==> config.mk <==
export PLATFORM = sky130hd
export DESIGN_NAME = aabb_collision_scanner
export DESIGN_NICKNAME = d
export VERILOG_FILES = /design/src/rtl/aabb_collision_scanner.sv
export SDC_FILE = /design/constraint.sdc
export NUM_CORES = 1
export LEC_CHECK = 0
export ABC_AREA = 1
export CAP_MARGIN = 15
export CORE_ASPECT_RATIO = 1.4
export CORE_MARGIN = 4
export CORE_UTILIZATION = 32
export DETAILED_ROUTE_END_ITERATION = 10
export MAX_ROUTING_LAYER = met4
export PLACE_DENSITY = 0.53
export SYNTH_ARGS = -nofsm -noshare
export SYNTH_HDL_FRONTEND = slang
export SYNTH_SLANG_ARGS = --single-unit
==> constraint.sdc <==
create_clock -name clk -period 3.3 [get_ports clk]
set_input_delay 0.66 -clock clk [delete_from_list [all_inputs] [get_ports clk]]
set_output_delay 0.66 -clock clk [all_outputs]
set_load 0.05 [all_outputs]
==> src/rtl/aabb_collision_scanner.sv <==
// All-pairs AABB collision scanner: tests one unique pair (i<j) per clock over a register table of boxes.
// Optional macro AABB_TOUCH_INCLUSIVE_EN makes edge/corner contact count as overlap.
module aabb_collision_scanner #(
  parameter int POSITION_REG_MAX = 11,
  parameter int NUM_OBJECTS      = 8,
  parameter int IDX_W            = $clog2(NUM_OBJECTS),
  parameter int CNT_W            = $clog2(NUM_OBJECTS*(NUM_OBJECTS-1)/2+1)
) (
  input  logic                      clk,
  input  logic                      rst_n,
  input  logic                      wr_en,
  input  logic [IDX_W-1:0]          wr_idx,
  input  logic                      wr_valid,
  input  logic [POSITION_REG_MAX:0] wr_x1,
  input  logic [POSITION_REG_MAX:0] wr_y1,
  input  logic [POSITION_REG_MAX:0] wr_x2,
  input  logic [POSITION_REG_MAX:0] wr_y2,
  input  logic                      start,
  output logic                      busy,
  output logic                      done,
  output logic [NUM_OBJECTS-1:0]    hit_mask,
  output logic [CNT_W-1:0]          hit_count,
  output logic                      first_valid,
  output logic [IDX_W-1:0]          first_a,
  output logic [IDX_W-1:0]          first_b
);

  localparam int POS_W = POSITION_REG_MAX + 1;
  localparam logic [IDX_W-1:0] LAST_I   = IDX_W'(NUM_OBJECTS - 2);
  localparam logic [IDX_W-1:0] LAST_J   = IDX_W'(NUM_OBJECTS - 1);
  localparam logic [IDX_W:0]   NUM_OBJ_X = (IDX_W+1)'(NUM_OBJECTS);

  typedef enum logic [1:0] {IDLE, SCAN, DONE} state_t;

  state_t                              state_q, state_d;
  logic [IDX_W-1:0]                    i_q, i_d, j_q, j_d;
  logic [NUM_OBJECTS-1:0]              valid_q, valid_d;
  logic [NUM_OBJECTS-1:0][POS_W-1:0]   x1_q, x1_d, y1_q, y1_d, x2_q, x2_d, y2_q, y2_d;
  logic [NUM_OBJECTS-1:0]              hit_mask_q, hit_mask_d;
  logic [CNT_W-1:0]                    hit_count_q, hit_count_d;
  logic                                first_valid_q, first_valid_d;
  logic [IDX_W-1:0]                    first_a_q, first_a_d, first_b_q, first_b_d;

  logic             idx_ok;
  logic             pair_hit;
  logic [POS_W-1:0] ax1, ay1, ax2, ay2, bx1, by1, bx2, by2;

  assign idx_ok = ({1'b0, wr_idx} < NUM_OBJ_X);

  always_comb begin
    ax1 = x1_q[i_q];
    ay1 = y1_q[i_q];
    ax2 = x2_q[i_q];
    ay2 = y2_q[i_q];
    bx1 = x1_q[j_q];
    by1 = y1_q[j_q];
    bx2 = x2_q[j_q];
    by2 = y2_q[j_q];
`ifdef AABB_TOUCH_INCLUSIVE_EN
    pair_hit = valid_q[i_q] && valid_q[j_q] &&
               (ax1 <= bx2) && (ax2 >= bx1) && (ay1 <= by2) && (ay2 >= by1);
`else
    pair_hit = valid_q[i_q] && valid_q[j_q] &&
               (ax1 < bx2) && (ax2 > bx1) && (ay1 < by2) && (ay2 > by1);
`endif
  end

  always_comb begin
    state_d       = state_q;
    i_d           = i_q;
    j_d           = j_q;
    valid_d       = valid_q;
    x1_d          = x1_q;
    y1_d          = y1_q;
    x2_d          = x2_q;
    y2_d          = y2_q;
    hit_mask_d    = hit_mask_q;
    hit_count_d   = hit_count_q;
    first_valid_d = first_valid_q;
    first_a_d     = first_a_q;
    first_b_d     = first_b_q;
    case (state_q)
      IDLE: begin
        // The table only accepts writes here, so a running scan sees a frozen snapshot.
        if (wr_en && idx_ok) begin
          valid_d[wr_idx] = wr_valid;
          x1_d[wr_idx]    = wr_x1;
          y1_d[wr_idx]    = wr_y1;
          x2_d[wr_idx]    = wr_x2;
          y2_d[wr_idx]    = wr_y2;
        end
        if (start) begin
          state_d       = SCAN;
          i_d           = '0;
          j_d           = IDX_W'(1);
          hit_mask_d    = '0;
          hit_count_d   = '0;
          first_valid_d = 1'b0;
          first_a_d     = '0;
          first_b_d     = '0;
        end
      end
      SCAN: begin
        if (pair_hit) begin
          hit_mask_d[i_q] = 1'b1;
          hit_mask_d[j_q] = 1'b1;
          hit_count_d     = hit_count_q + CNT_W'(1);
          if (!first_valid_q) begin
            first_valid_d = 1'b1;
            first_a_d     = i_q;
            first_b_d     = j_q;
          end
        end
        if (i_q == LAST_I && j_q == LAST_J) begin
          state_d = DONE;
        end else if (j_q == LAST_J) begin
          i_d = i_q + IDX_W'(1);
          j_d = i_q + IDX_W'(2);
        end else begin
          j_d = j_q + IDX_W'(1);
        end
      end
      DONE:    state_d = IDLE;
      default: state_d = IDLE;
    endcase
  end

  always_ff @(posedge clk or negedge rst_n) begin
    if (!rst_n) begin
      state_q       <= IDLE;
      i_q           <= '0;
      j_q           <= '0;
      valid_q       <= '0;
      x1_q          <= '0;
      y1_q          <= '0;
      x2_q          <= '0;
      y2_q          <= '0;
      hit_mask_q    <= '0;
      hit_count_q   <= '0;
      first_valid_q <= 1'b0;
      first_a_q     <= '0;
      first_b_q     <= '0;
    end else begin
      state_q       <= state_d;
      i_q           <= i_d;
      j_q           <= j_d;
      valid_q       <= valid_d;
      x1_q          <= x1_d;
      y1_q          <= y1_d;
      x2_q          <= x2_d;
      y2_q          <= y2_d;
      hit_mask_q    <= hit_mask_d;
      hit_count_q   <= hit_count_d;
      first_valid_q <= first_valid_d;
      first_a_q     <= first_a_d;
      first_b_q     <= first_b_d;
    end
  end

  assign busy        = (state_q == SCAN);
  assign done        = (state_q == DONE);
  assign hit_mask    = hit_mask_q;
  assign hit_count   = hit_count_q;
  assign first_valid = first_valid_q;
  assign first_a     = first_a_q;
  assign first_b     = first_b_q;

endmodule

==> flow_metrics.env <==
export IMPL_tritoncts_num_sinks=420
export IMPL_mapped_cell_area_um2=22300
export IMPL_vias_per_cell=5.46
export IMPL_synth_xor_area_share_pct=0.0787
export IMPL_synthAdderAreaFrac_pct=3.09
export IMPL_run_status="complete, but fails checks"
export IMPL_layout_core_utilization_pct=41.4
export IMPL_largest_net_degree_at_the_start_of_global_routing=99
export IMPL_ys_types=37
export IMPL_cts_htree_levels=2
export IMPL_grt_first_pass_wirelength_um=130000
export IMPL_critical_path_max_fanout=21
export IMPL_synth_edff_count=0
export IMPL_setup_worst_path_end_class="flop"
export IMPL_synthesis_instances=2861
export IMPL_timing_final_crit_share_pct=105
export IMPL_most_common_layout_cells="sky130_fd_sc_hd__nand2_1 (672), sky130_fd_sc_hd__o21ai_0 (587), sky130_fd_sc_hd__dfrtp_1 (415)"
export IMPL_root_buffer="sky130_fd_sc_hd__clkbuf_16"
export IMPL_clockBufferDepth=3
export IMPL_placement_io_buffers=77
export IMPL_firstDrtPassIters=6
export IMPL_max_freq_ghz=0.288
export IMPL_cap_viol_max_count=0
export IMPL_netlist_top_cell_by_area="sky130_fd_sc_hd__dfrtp_1"
export IMPL_path_class="flop to flop"
export IMPL_grt_antenna_before_repair=0
export IMPL_rsz0062_at_grt="yes"
export IMPL_synthFlopType="sky130_fd_sc_hd__dfrtp_1"
export IMPL_drt_total_wl_um=85800
export IMPL_clk_insertion_delay_late_ps=610
export IMPL_cpMostUsedCell="sky130_fd_sc_hd__nand2_1"
export IMPL_design_area_um2=28600
export IMPL_clk_pin_slew_worst_paths_ps=70
export IMPL_synth_top_family_by_area="compound AO/OA/AOI/OAI gates"
export IMPL_yosys_warnings=0
export IMPL_critical_path_cell_with_the_highest_stage_delay="sky130_fd_sc_hd__dfrtp_4"
export IMPL_cts_hold_bufs=0
export IMPL_most_frequent_standard_cell_in_the_layout_excluding_fill_and_tap_cells="sky130_fd_sc_hd__nand2_1"
export IMPL_postSynth_asyncResetShare_pct=100
export IMPL_start_util_pct=32.2
export IMPL_io_pins=78
export IMPL_fin_cells=3997
export IMPL_all_layer_gr_usage_pct=23.0
export IMPL_synth_simple_gate_area_share_pct=16.0
export IMPL_syn_area_per_cell_um2=7.78
export IMPL_hold_viol=0
export IMPL_detailedRoute_firstIterationViolations=2303
export IMPL_timing_clock_skew_ps=28.9
export IMPL_muxShareOfSynthArea_pct=0.0450
export IMPL_grt_ovfl_total=0
export IMPL_placement_rows=114
export IMPL_timing_worst_slew_pin_value_ps=923
export IMPL_yosysSeqAreaShare_pct=47.2
export IMPL_regArea_um2=10500
export IMPL_final_antenna_violating_net_count=0
export IMPL_die_h_um=320
export IMPL_fillCellCount=6940
export IMPL_crit_path_start_kind="flop"
export IMPL_place_gp_congestion=0.908
export IMPL_power_ir_vdd_worst_mv=0.433
export IMPL_synth_top_cells_by_area="sky130_fd_sc_hd__dfrtp_1 (47%), sky130_fd_sc_hd__o21ai_0 (14%), sky130_fd_sc_hd__nand2_1 (12%)"
export IMPL_synthesized_area_fraction_occupied_by_ao_oa_aoi_and_oai_cells_pct=25.1
export IMPL_timing_max_slew_rel_slack_pct=38.3
export IMPL_routedWlPerCell_um=21.5
export IMPL_remaining_drc_errors=0
export IMPL_num_antenna_cells=0
export IMPL_setup_violations_final=20
export IMPL_die_w_um=231
export IMPL_post_route_min_period_ps=3470
export IMPL_timing_hold_worst_class="input port to async pin"
export IMPL_cp_data_required_time_ps=3820
export IMPL_number_of_nets_in_the_synthesized_netlist=2972
export IMPL_vias_in_the_first_global_route=21600
export IMPL_cts_tree="done"
export IMPL_failing_checks="negative setup slack"
export IMPL_total_leakage_power_nw=12.7
export IMPL_synth_ff_latch_count=420
export IMPL_worstPathArrival_ps=4000
export IMPL_fin_tns_setup_ps=-2820
export IMPL_hold_slack_ps=15.0
export IMPL_total_number_of_nets_in_the_final_design=3151
export IMPL_finalWorstSetupSlack_ps=-174
export IMPL_cts_made_buffers=44
export IMPL_p_per_area_nw_per_um2=1140
export IMPL_drv_slew=0
export IMPL_dpl_cell_count=3873
export IMPL_multi_input_area_um2=10700
export IMPL_route_vias_total=21837
export IMPL_floorplan_core_area_um2=69000
export IMPL_slowest_cell_delay_on_critical_path_ps=550
export IMPL_layout_drive_gt1_share_pct=15.2
export IMPL_post_dp_cell_area_um2=25600
export IMPL_dp_hpwl_um=53300
export IMPL_worstPathCellList="clkinv_8, buf_16, buf_4, o21ai_0, a21oi_1, a31oi_2, ha_4, nand2_1, inv_1, nand4_1, nand2_1, inv_1, nand2_1, nor2_1, nand3_2, a21oi_4, nand3_4, buf_6, nand2_8, nand2_1, nand2_1"
export IMPL_die_area_um2=73900
export IMPL_synth_top_cell_area_share_pct=47.2
export IMPL_synthToLayoutAreaGrowth_pct=28.4
[where the power goes]
group | total [mW] | internal, mW | leakage, nW | switching (mW)
Combinational | 18.0 | 7.54 | 6.71 | 10.5
Clock | 5.10 | 2.91 | 0.700 | 2.19
Sequential | 9.58 | 7.57 | 5.32 | 2.01
Total | 32.7 | 18.0 | 12.7 | 14.7
[registers in the layout (all words and copies together), names as in the netlist]
name	count
hit_count	5
j_q	3
y1_q	96
valid_q	8
hit_mask	8
first_valid	1
first_b	3
x2_q	96
first_a	3
x1_q	96
i_q	3
y2_q	96
state_q	2
[cells by family after synthesis]
logic type | count (synthesis)
xor+xnor | 2
compound gates | 993
simple gates | 905
fa+ha+maj | 55
flops | 420
buf+inv | 485
mux | 1
[routing by layer]
metal | global-route usage [%] | up-vias | part of all wire (%)
met5 | - | - | 0
met4 | 8.32 | 0 | 3.4
met3 | 3.13 | 176 | 6.7
met2 | 37.4 | 951 | 48
met1 | 29.3 | 10654 | 42
li1 | - | 10056 | -
[Yosys cell counts, types with 26 or more instances]
cell	instances
sky130_fd_sc_hd__nand3_1	55
sky130_fd_sc_hd__nand4_1	26
sky130_fd_sc_hd__o21ai_0	603
sky130_fd_sc_hd__o211ai_1	38
sky130_fd_sc_hd__inv_1	281
sky130_fd_sc_hd__a221oi_1	52
sky130_fd_sc_hd__a22oi_1	50
sky130_fd_sc_hd__nor2_1	123
sky130_fd_sc_hd__ha_1	55
sky130_fd_sc_hd__dfrtp_1	420
sky130_fd_sc_hd__nand2_1	692
sky130_fd_sc_hd__a21oi_1	149
sky130_fd_sc_hd__a31oi_1	45
sky130_fd_sc_hd__clkbuf_1	166
[metrics by stage]
stage	setup slack, ps	power (mW)
3_5_place_dp	-537	24.7
3_3_place_gp	-514	24.5
6_report	-174	32.7
2_1_floorplan	57.2	17.9
5_1_grt	-359	35.0
4_1_cts	-95.6	31.2
[final timing paths]
check,startpoint,to,cells after the start,slack (ps)
hold / removal,rst_n,x1_q[68],1,10
setup / recovery,i_q[0],hit_mask[3],21,-170
hold reg to reg,x1_q[15],x1_q[15],2,490
min in group clk,x1_q[15],x1_q[15],2,490
setup reg to reg,i_q[0],hit_mask[3],21,-170
max in group asynchronous,rst_n,x1_q[10],2,2350
[cell type report]
| class | count | share of cell area [%] |
|---|---|---|
| Clock inverter | 11 | 0.530 |
| Clock buffer | 64 | 4.46 |
| Timing Repair Buffer | 331 | 12.9 |
| Inverter | 286 | 3.88 |
| Sequential cell | 420 | 36.8 |
| Multi-Input combinational cell | 1957 | 37.4 |
| Tap cell | 928 | 4.06 |
[what timing repair did]
item | 4_1_cts | 5_1_grt
setup buffers | 33 | 8
pin swaps | 39 | 27
resized for setup | 120 | 89
gates cloned | 4 | 7
endpoints found under the setup margin | 20 | 20
[critical path: cells and delay by family, from the launching register on]
family                     cells  cell delay [ps]
adders and majority gates      1              250
DFF                            1              550
buffers and inverters          6              810
and+or+nand+nor               10              950
AOI/OAI and AO/OA              4              820
(Power assumes the default switching activity.)
